--- src/rtl/approx_acc_stage.sv ---
// Accumulator stage of the approximate PE datapath: sums up to NUM_TERMS products
// using a carry-free low part, saturates on overflow and holds each result until popped.
module approx_acc_stage #(
    parameter int DATA_W    = 16,
    parameter int ACC_W     = 32,
    parameter int IMP_W     = 16,
    parameter int NUM_TERMS = 4
) (
    input  logic              clk,
    input  logic              rst_n,
    input  logic              in_valid,
    output logic              in_ready,
    input  logic [DATA_W-1:0] in_data,
    input  logic              in_last,
    output logic              out_valid,
    input  logic              out_ready,
    output logic [ACC_W-1:0]  out_data,
    output logic              out_ovf
);

    localparam int CNT_W = $clog2(NUM_TERMS + 1);
    localparam int HI_W  = ACC_W - IMP_W;

    typedef enum logic [1:0] {
        ST_IDLE  = 2'd0,
        ST_ACCUM = 2'd1,
        ST_DONE  = 2'd2
    } state_t;

    state_t             state_q;
    logic [ACC_W-1:0]   acc_q;
    logic [CNT_W-1:0]   cnt_q;
    logic               ovf_q;
    logic               out_valid_q;
    logic [ACC_W-1:0]   out_data_q;
    logic               out_ovf_q;

    logic [ACC_W-1:0]   beat_d;
    logic [ACC_W:0]     sum_d;
    logic [ACC_W-1:0]   acc_d;
    logic               ovf_d;
    logic               close_d;
    logic               beat_ok_d;

    // Low part copied from the incoming operand; the top bit of the old low part
    // stands in for the carry that the low part never generates.
    function automatic logic [ACC_W:0] approx_add(input logic [ACC_W-1:0] a,
                                                  input logic [ACC_W-1:0] b);
        logic [HI_W:0] hi;
        hi = {1'b0, a[ACC_W-1:IMP_W]} + {1'b0, b[ACC_W-1:IMP_W]}
           + {{HI_W{1'b0}}, a[IMP_W-1]};
        return {hi, b[IMP_W-1:0]};
    endfunction

    assign in_ready  = rst_n && (state_q != ST_DONE);
    assign beat_ok_d = in_valid && in_ready;
    assign out_valid = out_valid_q;
    assign out_data  = out_data_q;
    assign out_ovf   = out_ovf_q;

    // Next accumulator value for a beat arriving while a group is open.
    always_comb begin
        beat_d  = ACC_W'(in_data);
        sum_d   = approx_add(acc_q, beat_d);
        acc_d   = sum_d[ACC_W-1:0];
        ovf_d   = 1'b0;
        close_d = in_last || (cnt_q == CNT_W'(NUM_TERMS - 1));
        if (ovf_q || sum_d[ACC_W]) begin
            acc_d = {ACC_W{1'b1}};
            ovf_d = 1'b1;
        end else begin
            acc_d = sum_d[ACC_W-1:0];
            ovf_d = 1'b0;
        end
    end

    // Group state machine with registered result outputs.
    always_ff @(posedge clk) begin
        if (!rst_n) begin
            state_q     <= ST_IDLE;
            acc_q       <= {ACC_W{1'b0}};
            cnt_q       <= {CNT_W{1'b0}};
            ovf_q       <= 1'b0;
            out_valid_q <= 1'b0;
            out_data_q  <= {ACC_W{1'b0}};
            out_ovf_q   <= 1'b0;
        end else begin
            case (state_q)
                ST_IDLE: begin
                    if (beat_ok_d) begin
                        acc_q <= beat_d;
                        cnt_q <= CNT_W'(1);
                        ovf_q <= 1'b0;
                        if ((NUM_TERMS == 1) || in_last) begin
                            state_q     <= ST_DONE;
                            out_valid_q <= 1'b1;
                            out_data_q  <= beat_d;
                            out_ovf_q   <= 1'b0;
                        end else begin
                            state_q <= ST_ACCUM;
                        end
                    end
                end
                ST_ACCUM: begin
                    if (beat_ok_d) begin
                        acc_q <= acc_d;
                        ovf_q <= ovf_d;
                        cnt_q <= cnt_q + CNT_W'(1);
                        if (close_d) begin
                            state_q     <= ST_DONE;
                            out_valid_q <= 1'b1;
                            out_data_q  <= acc_d;
                            out_ovf_q   <= ovf_d;
                        end
                    end
                end
                ST_DONE: begin
                    if (out_ready) begin
                        state_q     <= ST_IDLE;
                        acc_q       <= {ACC_W{1'b0}};
                        cnt_q       <= {CNT_W{1'b0}};
                        out_valid_q <= 1'b0;
                    end
                end
                default: begin
                    state_q     <= ST_IDLE;
                    acc_q       <= {ACC_W{1'b0}};
                    cnt_q       <= {CNT_W{1'b0}};
                    ovf_q       <= 1'b0;
                    out_valid_q <= 1'b0;
                end
            endcase
        end
    end

endmodule
--- config.mk ---
export PLATFORM = sky130hd
export DESIGN_NAME = approx_acc_stage
export DESIGN_NICKNAME = d
export VERILOG_FILES = /design/src/rtl/approx_acc_stage.sv
export SDC_FILE = /design/constraint.sdc
export NUM_CORES = 1
export LEC_CHECK = 0
export CORE_MARGIN = 1.5
export CORE_UTILIZATION = 50
export DETAILED_ROUTE_END_ITERATION = 10
export GPL_ROUTABILITY_DRIVEN = 0
export PLACE_DENSITY_LB_ADDON = 0.3
export SYNTH_ARGS = -nofsm -noshare
export SYNTH_HDL_FRONTEND = slang
export SYNTH_SLANG_ARGS = --single-unit
--- constraint.sdc ---
create_clock -name clk -period 2.55 [get_ports clk]
set_input_delay 0.51 -clock clk [delete_from_list [all_inputs] [get_ports clk]]
set_output_delay 0.51 -clock clk [all_outputs]
set_load 0.005 [all_outputs]
; Yosys cells after proc, flatten, opt, wreduce, memory -nomap -nowiden
; Index checks and enable logic that the tools add are counted.
; Widths: inputs -> output; s select.
[word_totals]
register_bits = 72
input_bits = 21
output_inout_bits = 35
word_cells = 65
[op_classes]
add_sub_neg = 2
n_eq_ne = 9
muxes = 35
bitwise = 1
reduce_logical = 11
[op_table]
columns = op, n
row1 = $mux 32, 8
row2 = $pmux 32 s3, 1
row3 = $pmux 32 s2, 1
row4 = $add 16x1->17, 1
row5 = $mux 1, 12
row6 = $ne 2x2->1 const B, 6
row7 = $mux 2, 5
row8 = $reduce_and 5->1, 2
row9 = $mux 3, 3
row10 = $pmux 3 s3, 1
row11 = $pmux 1 s3, 2
row12 = $pmux 2 s3, 1
row13 = $reduce_and 3->1, 2
row14 = $reduce_and 4->1, 1
row15 = $add 3x1->3 const B, 1
row16 = $eq 3x2->1 const B, 1
row17 = $eq 2x1->1 const B, 1
row18 = $eq 2x2->1 const B, 1
row19 = $logic_and 1x1->1, 2
row20 = $logic_not 2->1, 1
row21 = $logic_or 1x1->1, 2
row22 = $pmux 1 s2, 1
row23 = $reduce_bool 2->1, 1
row24 = $not 1->1, 1

; Longest topological paths before layout
[logic_depth]
depth_word = 6
ltp_mapped = 9
ltp_nobuf = 6

; Worst setup path before layout
; OpenSTA, ideal clock, no wires.
[synth_timing]
path_type = register to register
from = reg acc_q[15]
to = reg out_data_q[10] (netlist: out_data[10])
setup_ns = 0.119
t_arrival_ns = 1.973
required_ns = 2.431
slack_ns = 0.459
stages_incl_launch_ff = 10
n_path_buf = 3
period_less_slack_ns = 2.091
path_cell_list = dfxtp_1 -> ha_1 -> ha_1 -> and4_4 -> buf_6 -> a41o_1 -> buf_6 -> a21o_4 -> buf_6 -> o221a_1
[synth_via]
elab_chain_cells = 6
[synth_lines]
columns = element, line_no
row1 = start: declaration, 31  ; logic [ACC_W-1:0] acc_q;
row2 = start signal: assignment, 81  ; acc_q <= {ACC_W{1'b0}};
row3 = start signal: assignment, 91  ; acc_q <= beat_d;
row4 = start signal: assignment, 120  ; acc_q <= {ACC_W{1'b0}};
row5 = $add 16x1->17, 51  ; + {{HI_W{1'b0}}, a[IMP_W-1]};
row6 = $logic_or 1x1->1, 68  ; if (ovf_q || sum_d[ACC_W]) begin
row7 = $mux 32, 68
row8 = $mux 32, 109  ; if (close_d) begin
row9 = $mux 32, 105  ; if (beat_ok_d) begin
row10 = $pmux 32 s2, 88  ; case (state_q)
row11 = end signal: assignment, 85  ; out_data_q <= {ACC_W{1'b0}};
row12 = end signal: assignment, 97  ; out_data_q <= beat_d;
row13 = end: declaration, 35  ; logic [ACC_W-1:0] out_data_q;
; Every way passes these cells. The select of a mux whose other input is x is not followed.
; A chain may end at the register's enable or synchronous reset.

; Worst setup path in the final report
[layout_timing]
from = in in_valid
to = reg out_data_q[25] (netlist: out_data[25])
[layout_via]
elab_chain_cells = 3
word_cells_on_any_way = 4
cone_classes = eq/ne: 2 / reduce/logical: 2
[layout_lines]
columns = element, line_no
row1 = start: declaration, 11  ; input logic in_valid,
row2 = $logic_and 1x1->1 *, 56  ; assign beat_ok_d = in_valid && in_ready;
row3 = $ne 2x2->1 (no line), -
row4 = $reduce_and 5->1 (no line) *, -
; Mark *: on every way between the ends. The rest lies on a longest branch, timed or not.

==> impl_metrics.json <==
{
  "crit_type": "in -> reg",
  "p_leak_uw": 0.00126,
  "hp-class": "reg -> reg",
  "startpoint_type": "input pin",
  "final_cell_mix": "57 x dfxtp_1, 55 x clkdlybuf4s50_1, 24 x nand2_1, 18 x o21ai_0, 17 x a21oi_1",
  "cp.arrival_ns": 2.51,
  "cts_tree": "done",
  "synth.avg_cell_area_um2": 9.40,
  "yosysWarnings": 0,
  "antenna_found_initial": 0,
  "clockRootBuffer": "clkbuf_8",
  "slew_viol_final": 0,
  "dr.pass1.iters": 5,
  "numClockSinks": 57,
  "ir_drop_v": 0.000408,
  "regToRegSetupSlack_ns": 0.32,
  "syn_area_mm2": 0.00261,
  "drive_gt1_share_pct": 10.1,
  "htree_levels": 3,
  "synthArstFlopShare_pct": 0,
  "fin_crit_sh_pct": 87.5,
  "critPathMaxFanout": 14,
  "relSlewSlack_pct": 23.1,
  "powerDensity_mw_per_mm2": 532,
  "cpLargestDelayFamily": "compound AO/OA/AOI/OAI gates",
  "yosysUniqueCellTypes": 57,
  "fp-row-count": 26,
  "synth.ff_latch_count": 57,
  "cts_hold_buf": 0,
  "layout.nets": 357,
  "period_needed_ns": 2.23,
  "core_area_mm2": 0.00507,
  "area_growth_pct": 28.1,
  "cp_slowest_cell": "a21oi_1",
  "worstPathCellList": "clkdlybuf4s50_1 -> nor2b_1 -> a21oi_1 -> a221o_1",
  "drt-wirelength-per-cell_um": 16.1,
  "dp_hpwl_mm": 4.65,
  "rsz0062_at_grt": "false",
  "drcViolationCount": 0,
  "maxCapViolations": 0,
  "grt_max_degree": 18,
  "reg2reg_depth": 5,
  "start_util_pct": 51.5,
  "grt_pass1_wl_mm": 10.9,
  "status": "complete, no violations",
  "cp-end-kind": "flop",
  "layout.cells.non_filler": 407,
  "synthDominantCellAreaShare_pct": 43.7,
  "yosysSeqAreaShare_pct": 43.7,
  "final_common_cell": "dfxtp_1",
  "clk_pin_slew_ns": 0.07,
  "dp_cells": 391,
  "fin_worst_hold_slack_ns": 0.433,
  "min_path_cells": 2,
  "synth-edff-count": 0,
  "path_buf_inv": 1,
  "synth_flop_cell": "dfxtp_1",
  "hold_viol": 0,
  "drt-total-wl_mm": 6.55,
  "post-cts-setup-buffers": 0,
  "setup_violations": 0,
  "cts.path.max_buffers": 2,
  "synth.area.top_cells": "dfxtp_1 44%, o221a_1 4.3%, o21ai_0 3.4%, nand2_1 3.4%, a21oi_1 3.3%",
  "clock_skew_ns": 0.00861,
  "worst_pin_slew_ns": 1.15,
  "chipHeight_um": 75.3,
  "via_per_inst": 6.00,
  "timing.fmax_mhz": 448,
  "critPathRequiredTime_ns": 2.83,
  "syn_nets": 303,
  "grtUsageTotal_pct": 25.4,
  "overflow": 0,
  "slowest_delay_ns": 0.90,
  "clock_latency_ns": 0.33,
  "yosys.area.top_type": "dfxtp_1",
  "numPortBuffers": 55,
  "ant_nets": 0,
  "fp.dieW_um": 75.3,
  "num_vias": 2440,
  "cp.depth": 4,
  "die_area_mm2": 0.00567,
  "antennaDiodeCount": 0,
  "syn_inst": 278,
  "grt_pass1_vias": 2269,
  "cts-buffers-inserted": 9,
  "ioPinCount": 56,
  "drt_iter0_drc": 226,
  "postCtsResizedCells": 0
}
metrics by stage:
step	setup TNS [ns]	power, uW	instance area [um^2]	utilization (%)	setup WS (ns)
after global placement	0	1100	3190	62.9	0.0990
after floorplan	0	1020	2610	-	0.459
final	0	1780	3350	66.0	0.319
after detailed placement	-0.0102	1100	3190	62.9	-0.0102
after CTS	0	1790	3350	66.0	0.327
after global routing	0	1840	3350	66.0	0.130
cells in the mapped netlist, drive strengths merged, types with 2 or more instances:
cell type and n:
dfxtp 57, and4 6, inv 7, a21o 4, a22o 6, o21ai 18, and2 2, and3 4
a221o 4, xor2 2, a211oi 2, a41o 2, nor2 14, ha 4, nand3 9, a31oi 5
nand2 24, a311oi 4, nor3 12, a21oi 17, clkbuf 5, o21a 3, o22ai 4, xnor2 6
nand4 2, o221a 16, buf 16
tightest hold or removal path, delay by kind of cell, from the launching register on:
| kind | cells | cell delay (ns) |
|---|---|---|
| flip-flops | 1 | 0.31 |
| AND/OR/NAND/NOR | 2 | 0.09 |
worst paths after layout:
kind	end	from
max	out_data[25]	in_valid
min	out_data[17]	out_data[17]
max reg2reg	out_data[25]	cnt_q[0]
min reg2reg	out_data[17]	out_data[17]
cells by family after synthesis:
kind of cell | count (synthesis) | synth area share (%)
AO/OA/AOI/OAI | 99 | 28.9
flip-flops | 57 | 43.7
adder cells (fa/ha/maj) | 4 | 1.91
AND/OR/NAND/NOR | 82 | 17.0
buffers and inverters | 28 | 5.84
XOR/XNOR | 8 | 2.68
state kept, by name, summed over array words and instances (netlist names):
signal     flops
ovf_q          1
acc_q         17
out_valid      1
state_q        2
out_ovf        1
out_data      32
cnt_q          3
area by class of cell:
cell class | count | area (um^2)
multi-input cells | 193 | 1320
flip-flops and latches | 57 | 1140
well taps | 70 | 87.6
clock inverters | 4 | 20.0
inverters | 7 | 26.3
fillers | 443 | 1730
repair buffers | 64 | 618
clock buffers | 12 | 135
per-layer routing:
layer / GRT usage, % / part of all wire [%] / up-vias / wire length (um)
met5: 0 / 0 / - / 0
met4: 7.94 / 1.7 / 0 / 112
met3: 6.35 / 5.5 / 14 / 363
met2: 40.7 / 47 / 92 / 3060
met1: 33.9 / 46 / 1160 / 3010
li1: - / - / 1174 / -
power breakdown:
group / total, uW / internal (uW) / leakage (uW) / switching (uW)
clock: 695 / 346 / 0.0000839 / 349
combinational: 161 / 88.1 / 0.000713 / 72.9
sequential: 925 / 911 / 0.000462 / 14.5
total: 1780 / 1340 / 0.00126 / 436
(Power assumes the default switching activity.)
